$ cat config.mk
export PLATFORM = sky130hd
export DESIGN_NAME = pulse_stretcher_multi
export DESIGN_NICKNAME = d
export VERILOG_FILES = /design/src/rtl/pulse_ext_pkg.sv /design/src/rtl/pulse_stretch_channel.sv /design/src/rtl/pulse_stretcher_multi.sv
export SDC_FILE = /design/constraint.sdc
export NUM_CORES = 1
export LEC_CHECK = 0
export ABC_AREA = 0
export BUFFER_PORTS_ARGS = -buffer_cell sky130_fd_sc_hd__buf_2
export CAP_MARGIN = 20
export CORE_MARGIN = 1.5
export CORE_UTILIZATION = 55
export CTS_BUF_LIST = sky130_fd_sc_hd__clkbuf_4 sky130_fd_sc_hd__clkbuf_8 sky130_fd_sc_hd__clkbuf_16
export CTS_CLUSTER_DIAMETER = 120
export DETAILED_ROUTE_END_ITERATION = 8
export PLACE_DENSITY = 0.77
export SYNTH_ARGS = -nofsm -noshare
export SYNTH_HDL_FRONTEND = slang
export SYNTH_HIERARCHICAL = 1
export SYNTH_SLANG_ARGS = --single-unit
export TNS_END_PERCENT = 30
$ cat constraint.sdc
create_clock -name clk -period 1.7 [get_ports clk]
set_input_delay 0.51 -clock clk [delete_from_list [all_inputs] [get_ports clk]]
set_output_delay 0.51 -clock clk [all_outputs]
set_load 0.05 [all_outputs]
$ cat src/rtl/pulse_ext_pkg.sv
// Shared types and helpers for the multi-channel pulse stretcher.
package pulse_ext_pkg;

  // Per-channel pulse state
  typedef enum logic {
    IDLE,
    ACTIVE
  } state_e;

  // Default counter/length width and the widest width any channel may use
  localparam int DEFAULT_CNT_W = 8;
  localparam int MAX_CNT_W     = 16;

  // A programmed length of zero still produces a one-cycle pulse
  function automatic logic [MAX_CNT_W-1:0] eff_len(input logic [MAX_CNT_W-1:0] len);
    return (len == '0) ? MAX_CNT_W'(1) : len;
  endfunction

endpackage

$ cat src/rtl/pulse_stretch_channel.sv
// One stretcher channel: edge history, IDLE/ACTIVE FSM, down-counter,
// registered stretched output and expiry strobe.
module pulse_stretch_channel
  import pulse_ext_pkg::*;
#(
  parameter int CNT_W = DEFAULT_CNT_W
) (
  input  logic             clk,
  input  logic             reset,
  input  logic             signal,
  input  logic [CNT_W-1:0] length,
  input  logic             edge_mode,
  input  logic             retrigger,
  output logic             extendedSignal,
  output logic             done
);

  state_e           state_q, state_d;
  logic [CNT_W-1:0] cnt_q, cnt_d;
  logic             ext_q, ext_d;
  logic             done_q, done_d;
  logic             prev_q;

  logic                 trig;
  logic [MAX_CNT_W-1:0] lenWide;
  logic [MAX_CNT_W-1:0] leffWide;
  logic [CNT_W-1:0]     loadVal;

  assign lenWide  = MAX_CNT_W'(length);
  assign leffWide = eff_len(lenWide);
  assign loadVal  = CNT_W'(leffWide - MAX_CNT_W'(1));

  assign trig = edge_mode ? (signal & ~prev_q) : signal;

  // State, counter, outputs and edge history; reset clears everything at once
  always_ff @(posedge clk or negedge reset) begin
    if (!reset) begin
      state_q <= IDLE;
      cnt_q   <= '0;
      ext_q   <= 1'b0;
      done_q  <= 1'b0;
      prev_q  <= 1'b0;
    end else begin
      state_q <= state_d;
      cnt_q   <= cnt_d;
      ext_q   <= ext_d;
      done_q  <= done_d;
      prev_q  <= signal;
    end
  end

  // Next state: load on trigger, reload on retrigger, else count down to expiry
  always_comb begin
    state_d = state_q;
    cnt_d   = cnt_q;
    ext_d   = ext_q;
    done_d  = 1'b0;
    unique case (state_q)
      IDLE: begin
        if (trig) begin
          state_d = ACTIVE;
          ext_d   = 1'b1;
          cnt_d   = loadVal;
        end
      end
      ACTIVE: begin
        if (retrigger && trig) begin
          cnt_d = loadVal;
        end else if (cnt_q == '0) begin
          state_d = IDLE;
          ext_d   = 1'b0;
          done_d  = 1'b1;
        end else begin
          cnt_d = cnt_q - CNT_W'(1);
        end
      end
      default: begin
        state_d = IDLE;
        ext_d   = 1'b0;
      end
    endcase
  end

  assign extendedSignal = ext_q;
  assign done           = done_q;

endmodule

$ cat src/rtl/pulse_stretcher_multi.sv
// N independent pulse stretcher channels sharing length and mode controls,
// with a combined busy flag.
module pulse_stretcher_multi
  import pulse_ext_pkg::*;
#(
  parameter int CHANNELS = 4,
  parameter int CNT_W    = DEFAULT_CNT_W
) (
  input  logic                clk,
  input  logic                reset,
  input  logic [CHANNELS-1:0] signal,
  input  logic [CNT_W-1:0]    length,
  input  logic                edge_mode,
  input  logic                retrigger,
  output logic [CHANNELS-1:0] extendedSignal,
  output logic [CHANNELS-1:0] done,
  output logic                busy
);

  for (genvar i = 0; i < CHANNELS; i++) begin : g_ch
    pulse_stretch_channel #(
      .CNT_W(CNT_W)
    ) u_ch (
      .clk           (clk),
      .reset         (reset),
      .signal        (signal[i]),
      .length        (length),
      .edge_mode     (edge_mode),
      .retrigger     (retrigger),
      .extendedSignal(extendedSignal[i]),
      .done          (done[i])
    );
  end

  assign busy = |extendedSignal;

endmodule

==> out/qor.csv, run 1 <==
stage,metric,value,unit
sta,relSlewSlack,0.620,
sta,finalCriticalPeriod,2040,ps
sta,fin_crit_sh,1.20,
sta,rsz0062_at_grt,true,
synth,synth-edff-count,0,
critical_path,cp_max_fo,7,
synth,synth.net_count,392,
floorplanning,dieHeight,80.4,um
drt,final_antenna_net_count,0,
critical_path,r2r-start,g_ch[2].u_ch/cnt_q[1],
global_routing,grt_pass1_wl,17400,um
synth,syn_area_per_cell,8.95,um^2
sta,layout_setup_ws,-335,ps
floorplanning,rows,27,
drt,m1WireLength,4340,um
finish,post-route-util,0.877,
drt,num_vias,3852,
critical_path,cp.required,1890,ps
drt,wl,11900,um
sta,finalSetupViolCount,35,
sta,fin_skew,7.62,ps
clock_network,root_buffer,clkbuf_8,
run_status,violations,negative setup slack,
floorplanning,die-area,0.00646,mm^2
sta,final_hold_viol_count,0,
critical_path,crit_type,flip-flop to flip-flop,
floorplanning,core-area,0.00564,mm^2
clock_network,cts_tree,done,
finish,n_antenna_cell,0,
sta,fmaxAchievable,0.491,GHz
finish,layout.cells.non_filler,596,
critical_path,crit_path_end_kind,flip-flop,
global_routing,grt_max_degree,20,
placement,dpl_worst_slack,-386,ps
floorplanning,die_w,80.4,um
finish,synthToLayoutAreaGrowth,50.3,%
sta,drv_slew,0,
synth,ys_types,57,
critical_path,cp_slowest_cell,or4b_4,
clock_network,insertion_delay,310,ps
critical_path,rr_worst_depth,8,
finish,drive_above_1_share,0.483,
critical_path,startpoint_type,flip-flop,
critical_path,critPathMaxStageDelay,510,ps
synth,async_reset_ff_frac,1.00,
run_status,status,finished with violations,
sta,tightest_slew,565,ps
drt,drtIter0Drc,421,
sta,setup_tns,-5130,ps
critical_path,crit_arrival,2220,ps
synth,ys_ff_latch,48,
floorplanning,start_util,0.583,
clock_network,cts.sinks,48,
drt,wl_met3,990,um
clock_network,numCtsBuffers,5,
clock_network,ctsLongestPathBuffers,2,
finish,stdcell_area,0.00495,mm^2
critical_path,crit_chain,inv_2 > ha_4 > or4b_4 > nor2_4 > a31oi_4 > buf_4 > a21oi_2 > a311oi_1,
clock_network,path_clk_slew,100,ps
finish,nNetsFinal,547,
global_routing,antenna_found_initial,0,
global_routing,grt_pass1_vias,3687,
floorplanning,io_pins,25,
critical_path,reg2reg_setup_slack,-340,ps
clock_network,htree_num_levels,2,
placement,dpl.cell_count,567,
drt,met2WireLength,5860,um
placement,finalWeightedCongestion,0.901,
power_and_ir_drop,ir_drop,971,uV
drt,highest_layer,met4,
synth,ys_warn_count,6,
drt,wl_per_cell,20.0,um
global_routing,grtUsageTotal,0.357,
global_routing,grt-ovfl-total,0,
finish,final_common_cell,buf_4,
placement,port-buffer-count,24,
drt,drt_pre_antenna_iters,6,
power_and_ir_drop,leakagePower,2.24,nW
finish,final_cell_mix,"122 x buf_4, 45 x dfrtp_1, 26 x o21ai_0, 25 x a21oi_1, 23 x inv_1",
synth,syn_area,0.00329,mm^2
critical_path,worst_r2r_endpoint,g_ch[2].u_ch/cnt_q[5],
flow_run,max-cap-violations,0,
synth,yosysSeqAreaShare,0.365,
placement,dpl_cell_area,0.00444,mm^2
synth,syn_inst,368,
hold_path,worst_hold_path_type,input port to async pin,
synth,ys.flop_type,dfrtp_1,
drt,via_per_inst,6.46,
drt,drc,0,
power_and_ir_drop,power_density,1180,mW/mm^2
placement,hpwl,7140,um
-- stage by stage --
stage | power, mW | hold slack (ps)
after detailed placement | 4.36 | 499
after CTS | 5.43 | 171
after global placement | 4.22 | 496
after global routing | 6.08 | 178
final | 5.82 | 157
after floorplan | 3.17 | 214
-- state kept, by name, summed over array words and instances (netlist names) --
name / count
g_ch.u_ch/cnt_q: 32
g_ch.u_ch/done: 4
g_ch.u_ch/extendedSignal: 4
g_ch.u_ch/prev_q: 4
g_ch.u_ch/state_q: 4
-- power breakdown --
part | switching [mW] | internal, mW | leakage [nW]
clock network | 0.429 | 0.436 | 0.0541
registers | 0.395 | 1.53 | 0.540
logic | 1.54 | 1.50 | 1.64
-- synthesized netlist by cell type (3+ instances only) --
cell type	count	share of area
dfrtp_1	48	0.36
a21oi_1	33	0.050
inv_1	31	0.035
o21ai_0	29	0.044
nor2_1	24	0.027
nand2_1	17	0.019
nor3_1	17	0.026
nand3_1	14	0.021
and3_1	8	0.015
ha_1	8	0.030
nor3b_1	8	0.018
xnor2_1	8	0.021
or4_1	7	0.016
a22o_1	6	0.016
clkbuf_1	6	0.0068
o21ai_1	6	0.0091
xor2_1	6	0.016
o22ai_1	5	0.0095
a21boi_2	4	0.014
a21o_1	4	0.0091
nand3b_1	4	0.0091
nor2b_1	4	0.0076
nor4_1	4	0.0076
o211ai_1	4	0.0091
or3_1	4	0.0076
or4b_4	4	0.017
a21bo_2	3	0.0091
a21boi_0	3	0.0068
a22oi_2	3	0.011
a311oi_1	3	0.0080
a31oi_4	3	0.019
buf_6	3	0.010
nand4_1	3	0.0057
nor2_2	3	0.0057
nor2_4	3	0.010
o211ai_2	3	0.011
-- how the worst max path moves through the flow --
| stage | slack, ps | startpoint | cells past startpoint | end |
|---|---|---|---|---|
| after CTS | -230 | g_ch[3].u_ch/extendedSignal | 2 | busy |
| final | -340 | g_ch[2].u_ch/cnt_q[1] | 8 | g_ch[2].u_ch/cnt_q[5] |
| after floorplan | -100 | length[6] | 8 | g_ch[1].u_ch/cnt_q[4] |
| after detailed placement | -390 | length[3] | 8 | g_ch[0].u_ch/cnt_q[4] |
| after global placement | -300 | length[6] | 9 | g_ch[2].u_ch/cnt_q[4] |
| after global routing | -380 | g_ch[2].u_ch/cnt_q[0] | 8 | g_ch[2].u_ch/cnt_q[5] |
-- area by class of cell --
class / instances / area, um^2
sequential: 48 / 1200
inverter: 31 / 116
fill: 269 / 694
clock inverter: 3 / 42.5
multi-input combinational: 280 / 2220
clock buffer: 5 / 68.8
tap: 72 / 90.1
timing repair buffer: 157 / 1210
-- per-layer routing --
| layer | vias up | global-route usage |
|---|---|---|
| met4 | 0 | 0.171 |
| met1 | 1826 | 0.419 |
| li1 | 1684 | - |
| met3 | 78 | 0.0591 |
| met5 | - | 0 |
| met2 | 264 | 0.628 |
-- kinds of logic after synthesis --
logic type               synth area share
AO/OA/AOI/OAI                       0.277
XOR/XNOR                           0.0372
adder cells (fa/ha/maj)            0.0304
buffers and inverters              0.0524
flip-flops                          0.365
multiplexers                      0.00950
AND/OR/NAND/NOR                     0.228
-- repair_timing --
action,CTS,global route
gates resized for setup,35,22
setup endpoints to repair,32,36
hold buffers,0,0
pin swaps,25,17
buffers inserted,12,10
-- critical path, delay by kind of cell (launching register included) --
kind            cells  cell delay (ps)
compound gates      3              390
fa+ha+maj           1              150
buf+inv             2              290
flops               1              410
simple gates        2              670
Power figures use the tool's default switching activity.
==> run 2: changes to the inputs <==
--- a/config.mk
+++ b/config.mk
@@ -9,11 +9,10 @@
 export BUFFER_PORTS_ARGS = -buffer_cell sky130_fd_sc_hd__buf_2
 export CAP_MARGIN = 20
 export CORE_MARGIN = 1.5
-export CORE_UTILIZATION = 55
+export CORE_UTILIZATION = 23
 export CTS_BUF_LIST = sky130_fd_sc_hd__clkbuf_4 sky130_fd_sc_hd__clkbuf_8 sky130_fd_sc_hd__clkbuf_16
 export CTS_CLUSTER_DIAMETER = 120
 export DETAILED_ROUTE_END_ITERATION = 8
-export PLACE_DENSITY = 0.77
 export SYNTH_ARGS = -nofsm -noshare
 export SYNTH_HDL_FRONTEND = slang
 export SYNTH_HIERARCHICAL = 1
==> run 2 against run 1 <==
The run still ends with negative setup slack left. Clock skew decreased by 3.8 ps. Highest routed layer unchanged. Sequential cell count is the same. Largest cell class unchanged. Fmax rose by 7.2%. Largest power group unchanged.
==> out/qor.csv, run 2 (same netlist as run 1, synthesis figures left out) <==
stage,metric,value,unit
drt,num_vias,3427,
sta,final_hold_viol_count,0,
clock_network,root_buffer,clkbuf_16,
critical_path,r2r-start,g_ch[3].u_ch/cnt_q[0],
power_and_ir_drop,power_density,1090,mW/mm^2
floorplanning,dieHeight,123,um
sta,drv_slew,0,
sta,layout_setup_ws,-199,ps
finish,synthToLayoutAreaGrowth,54.9,%
global_routing,grt_max_degree,21,
drt,drt_pre_antenna_iters,4,
critical_path,crit_path_end,busy,
floorplanning,io_pins,25,
drt,wl_per_cell,13.9,um
drt,final_antenna_net_count,0,
finish,fill_cells,1395,
sta,rsz0062_at_grt,true,
hold_path,worst_hold_path_type,input port to async pin,
run_status,status,finished with violations,
clock_network,cts_tree,done,
global_routing,grtUsageTotal,0.138,
global_routing,grt_pass1_vias,3476,
clock_network,cts.sinks,48,
global_routing,antenna_found_initial,0,
critical_path,cp_max_fo,2,
global_routing,grt_pass1_wl,16600,um
power_and_ir_drop,leakagePower,2.26,nW
sta,fin_skew,3.86,ps
placement,finalWeightedCongestion,0.888,
finish,final_common_cell,buf_4,
finish,final_cell_mix,"126 x buf_4, 45 x dfrtp_1, 26 x o21ai_0, 26 x a21oi_1, 25 x inv_1",
power_and_ir_drop,ir_drop,542,uV
critical_path,startpoint_type,flip-flop,
floorplanning,start_util,0.236,
finish,regMostFlops,g_ch.u_ch/cnt_q,
critical_path,crit_arrival,1390,ps
flow_run,max-cap-violations,0,
placement,hpwl,7260,um
sta,relSlewSlack,0.666,
sta,setup_tns,-3450,ps
sta,fin_crit_sh,1.12,
floorplanning,die-area,0.0150,mm^2
drt,wl,9840,um
drt,drtIter0Drc,114,
critical_path,rr_worst_depth,7,
sta,finalCriticalPeriod,1900,ps
finish,n_antenna_cell,0,
drt,drc,0,
run_status,violations,negative setup slack,
clock_network,numCtsBuffers,5,
critical_path,reg2reg_setup_slack,-180,ps
sta,tightest_slew,501,ps
drt,via_per_inst,4.84,
critical_path,crit_start,g_ch[2].u_ch/extendedSignal,
finish,nNetsFinal,552,
finish,largest_reg_flops,32,
global_routing,grt-ovfl-total,0,
power_and_ir_drop,finalPower,5.56,mW
critical_path,crit_path_end_kind,primary output,
finish,drive_above_1_share,0.472,
floorplanning,die_w,123,um
sta,fmaxAchievable,0.527,GHz
finish,post-route-util,0.366,
finish,multi_input_area,0.00217,mm^2
clock_network,ctsLongestPathBuffers,2,
floorplanning,rows,43,
clock_network,path_clk_slew,70,ps
critical_path,cp.required,1190,ps
critical_path,crit_type,flip-flop to primary output,
clock_network,htree_num_levels,2,
floorplanning,core-area,0.0139,mm^2
finish,seq_area,0.00120,mm^2
placement,port-buffer-count,24,
sta,finalSetupViolCount,32,
critical_path,worst_r2r_endpoint,g_ch[3].u_ch/cnt_q[3],
clock_network,insertion_delay,290,ps
-- run 2: changes by cell type in the layout (fill, tap and decap cells not counted), moves of 2 or more --
cell / before / now
inv_1: 23 / 25
buf_4: 122 / 126
a31oi_2: 1 / 3
inv_2: 8 / 6
buf_6: 9 / 11
clkbuf_8: 5 / 0
clkbuf_4: 2 / 0
nand3_2: 8 / 10
clkbuf_16: 0 / 5
and3_4: 2 / 0
nor2_2: 2 / 4
and3_1: 6 / 8
-- run 2: worst min-delay path by stage --
stage	start	to	slack [ps]
after global routing	reset	g_ch[3].u_ch/cnt_q[6]	200
final	reset	g_ch[3].u_ch/state_q	180
after detailed placement	g_ch[1].u_ch/state_q	g_ch[1].u_ch/extendedSignal	500
after global placement	reset	g_ch[3].u_ch/cnt_q[6]	490
after floorplan	reset	g_ch[0].u_ch/cnt_q[0]	210
after CTS	reset	g_ch[3].u_ch/state_q	190
-- run 2: repair_timing --
action / 4_1_cts / 5_1_grt
pin swaps: 26 / 5
gates resized for setup: 35 / 11
endpoints found under the setup margin: 33 / 37
hold buffers: 0 / 0
endpoints found under the hold margin: 0 / 0
cloned: 2 / 1
setup buffers: 18 / 1
-- run 2: through the flow --
stage	setup WS, ps	std cells	hold WS [ps]	cell area, um^2
floorplan	-100	368	214	3400
global placement	-334	679	492	4610
detailed placement	-453	679	504	4610
CTS	-209	706	193	5040
global route	-247	708	202	5100
finish	-199	708	175	5100
-- run 2: worst max-delay path, cell delays in order (launching register included) --
cell,delay (ps)
dfrtp_2,400
or4_4,530
buf_6,170
-- run 2: power by group --
| part | total, mW | switching [mW] | leakage [nW] | internal, mW |
|---|---|---|---|---|
| Clock | 0.965 | 0.430 | 0.0657 | 0.535 |
| Sequential | 1.90 | 0.364 | 0.540 | 1.53 |
| Combinational | 2.70 | 1.29 | 1.66 | 1.41 |
| Total | 5.56 | 2.09 | 2.26 | 3.48 |
-- run 2: routing by layer --
metal	part of all wire	wire length, um	up-vias	global-route usage
li1	-	-	1692	-
met1	0.49	4840	1669	0.187
met2	0.47	4620	56	0.229
met3	0.027	266	10	0.0209
met4	0.011	112	0	0.0363
met5	0	0	-	0
-- run 2: layout make-up --
cell class,count,area share
Clock buffer,5,0.0245
Clock inverter,2,0.00245
Inverter,31,0.0228
Multi-Input combinational cell,282,0.426
Sequential cell,48,0.236
Tap cell,180,0.0442
Timing Repair Buffer,160,0.244
==> run 3: changes to the inputs <==
--- a/config.mk
+++ b/config.mk
@@ -8,11 +8,14 @@
 export ABC_AREA = 0
 export BUFFER_PORTS_ARGS = -buffer_cell sky130_fd_sc_hd__buf_2
 export CAP_MARGIN = 20
+export CELL_PAD_IN_SITES_DETAIL_PLACEMENT = 1
+export CELL_PAD_IN_SITES_GLOBAL_PLACEMENT = 1
 export CORE_MARGIN = 1.5
-export CORE_UTILIZATION = 23
+export CORE_UTILIZATION = 42
 export CTS_BUF_LIST = sky130_fd_sc_hd__clkbuf_4 sky130_fd_sc_hd__clkbuf_8 sky130_fd_sc_hd__clkbuf_16
 export CTS_CLUSTER_DIAMETER = 120
 export DETAILED_ROUTE_END_ITERATION = 8
+export PLACE_DENSITY_LB_ADDON = 0.1
 export SYNTH_ARGS = -nofsm -noshare
 export SYNTH_HDL_FRONTEND = slang
 export SYNTH_HIERARCHICAL = 1
==> constraint.sdc (replaced) <==
create_clock -name clk -period 1.7 [get_ports clk]
set_input_delay 0.34 -clock clk [delete_from_list [all_inputs] [get_ports clk]]
set_output_delay 0.34 -clock clk [all_outputs]
set_load 0.05 [all_outputs]
==> run 3 against run 2 <==
The flow still finishes with violations (negative setup slack). Fmax is 0.66% higher. Utilization is 24 points higher. Via count is 1.6% higher. Hold slack worse by 34 ps. Global-route usage is 14 points higher. Sequential share of layout area is 2.1 points higher. First-iteration DRC count is 14% higher. Sequential cell count stayed put. Die area is 44% lower. Largest cell class unchanged. Highest routed layer unchanged.
==> out/qor.csv, run 3 (same netlist as run 1, synthesis figures left out) <==
stage,metric,value,unit
critical_path,crit_path_end_kind,flip-flop,
power_and_ir_drop,switching_share,0.401,
drt,wl_per_cell,18.3,um
global_routing,grt_pass1_wl,18500,um
run_status,violations,negative setup slack,
placement,dpl_worst_slack,-281,ps
sta,layout_setup_ws,-187,ps
finish,nNetsFinal,529,
placement,port-buffer-count,24,
clock_network,ctsLongestPathBuffers,2,
finish,final_common_cell,buf_4,
finish,final_cell_mix,"102 x buf_4, 48 x dfrtp_1, 30 x a21oi_1, 25 x o21ai_0, 24 x inv_1",
drt,wl,11100,um
clock_network,numCtsBuffers,5,
run_status,status,finished with violations,
hold_path,worst_hold_path_type,input port to flip-flop,
floorplanning,die_w,91.5,um
sta,fmaxAchievable,0.530,GHz
power_and_ir_drop,ir_drop,523,uV
drt,via_per_inst,5.73,
power_and_ir_drop,power_density,1150,mW/mm^2
power_and_ir_drop,p_switching,2.15,mW
sta,final_hold_viol_count,0,
floorplanning,rows,32,
finish,drive_above_1_share,0.409,
sta,fin_skew,3.93,ps
drt,drc,0,
clock_network,path_clk_slew,100,ps
finish,synthToLayoutAreaGrowth,41.9,%
power_and_ir_drop,finalPower,5.36,mW
finish,n_antenna_cell,0,
critical_path,cp_max_fo,2,
power_and_ir_drop,internal-power,3.21,mW
power_and_ir_drop,p_clk_frac,0.143,
finish,fill_cells,932,
sta,finalSetupViolCount,31,
critical_path,crit_type,flip-flop to flip-flop,
flow_run,max-cap-violations,0,
drt,final_antenna_net_count,0,
placement,finalWeightedCongestion,0.863,
placement,dpl.cell_count,584,
global_routing,grt-ovfl-total,0,
floorplanning,start_util,0.430,
floorplanning,io_pins,25,
sta,drv_slew,0,
critical_path,cp.required,1920,ps
finish,regMostFlops,g_ch.u_ch/cnt_q,
drt,drtIter0Drc,130,
global_routing,antenna_found_initial,0,
clock_network,cts.sinks,48,
sta,fin_crit_sh,1.11,
floorplanning,core-area,0.00765,mm^2
placement,hpwl,7520,um
floorplanning,dieHeight,91.5,um
clock_network,cts_tree,done,
floorplanning,die-area,0.00838,mm^2
critical_path,crit_arrival,2110,ps
global_routing,grt_pass1_vias,3684,
drt,drt_pre_antenna_iters,4,
critical_path,startpoint_type,flip-flop,
power_and_ir_drop,p_comb_frac,0.498,
finish,layout.cells.non_filler,608,
global_routing,grtUsageTotal,0.279,
sta,finalCriticalPeriod,1890,ps
sta,rsz0062_at_grt,true,
clock_network,htree_num_levels,2,
power_and_ir_drop,p_seq_frac,0.359,
power_and_ir_drop,leakagePower,2.09,nW
drt,num_vias,3481,
finish,largest_reg_flops,32,
sta,tightest_slew,672,ps
clock_network,root_buffer,clkbuf_8,
finish,post-route-util,0.611,
sta,setup_tns,-3760,ps
sta,relSlewSlack,0.550,
global_routing,grt_max_degree,34,
clock_network,insertion_delay,310,ps
-- run 3: cell count changes in the layout (fill, tap and decap cells not counted), sizes merged --
cell,change
clkinv,-1
clkbuf,+2
a31oi,+2
buf,-26
dlygate4sd3,+1
-- run 3: path summary, 6_finish.rpt --
path                                        from                          end  slack, ps  depth (start not counted)
setup / recovery           g_ch[1].u_ch/cnt_q[1]        g_ch[1].u_ch/cnt_q[5]       -190                          8
hold / removal                         signal[0]          g_ch[0].u_ch/prev_q        140                          1
setup reg to reg           g_ch[1].u_ch/cnt_q[1]        g_ch[1].u_ch/cnt_q[5]       -190                          8
hold reg to reg             g_ch[2].u_ch/state_q  g_ch[2].u_ch/extendedSignal        530                          1
max in group asynchronous                  reset         g_ch[3].u_ch/state_q        690                          3
min in group asynchronous                  reset        g_ch[1].u_ch/cnt_q[3]        480                          2
-- run 3: power groups by stage --
stage | Clock, mW | Sequential, mW | Combinational, mW
after floorplan | 0 | 1.99 | 1.16
after global placement | 0 | 1.87 | 2.28
after detailed placement | 0 | 1.88 | 2.37
after CTS | 0.786 | 1.89 | 2.55
after global routing | 0.832 | 1.98 | 2.93
final | 0.764 | 1.92 | 2.67
-- run 3: final cells by class --
class                   count  area, um^2  share of cell area
well taps                 102         128              0.0273
flip-flops and latches     48        1200               0.257
clock buffers               7        90.1              0.0193
repair buffers            135        1000               0.214
multi-input cells         284        2130               0.456
clock inverters             1        7.51             0.00161
inverters                  31         116              0.0249
-- run 3: repair_timing --
item	4_1_cts	5_1_grt
resized for setup	26	8
hold buffers	1	0
cloned	4	0
endpoints found under the hold margin	15	0
endpoints found under the setup margin	35	38
pin swaps	22	10
buffers inserted	8	3
-- run 3: stage by stage --
step	hold slack [ps]	instance area, um^2
finish	141	4670
global route	137	4670
CTS	140	4610
detailed placement	296	4300
global placement	293	4300
floorplan	44.4	3350
-- run 3: critical path: stages, from the launching register on --
cell,delay (ps)
dfrtp_1,400
inv_2,110
ha_4,140
or4b_4,480
buf_6,140
nor3_2,100
or3_1,150
a21oi_1,70
a311oi_1,200
-- run 3: routing by layer --
layer / share of wire / GRT usage / routed length, um / vias to the layer above
li1: - / - / - / 1651
met1: 0.44 / 0.355 / 4940 / 1754
met2: 0.51 / 0.502 / 5680 / 59
met3: 0.032 / 0.0302 / 355 / 17
met4: 0.014 / 0.0703 / 159 / 0
met5: 0 / 0 / 0 / -
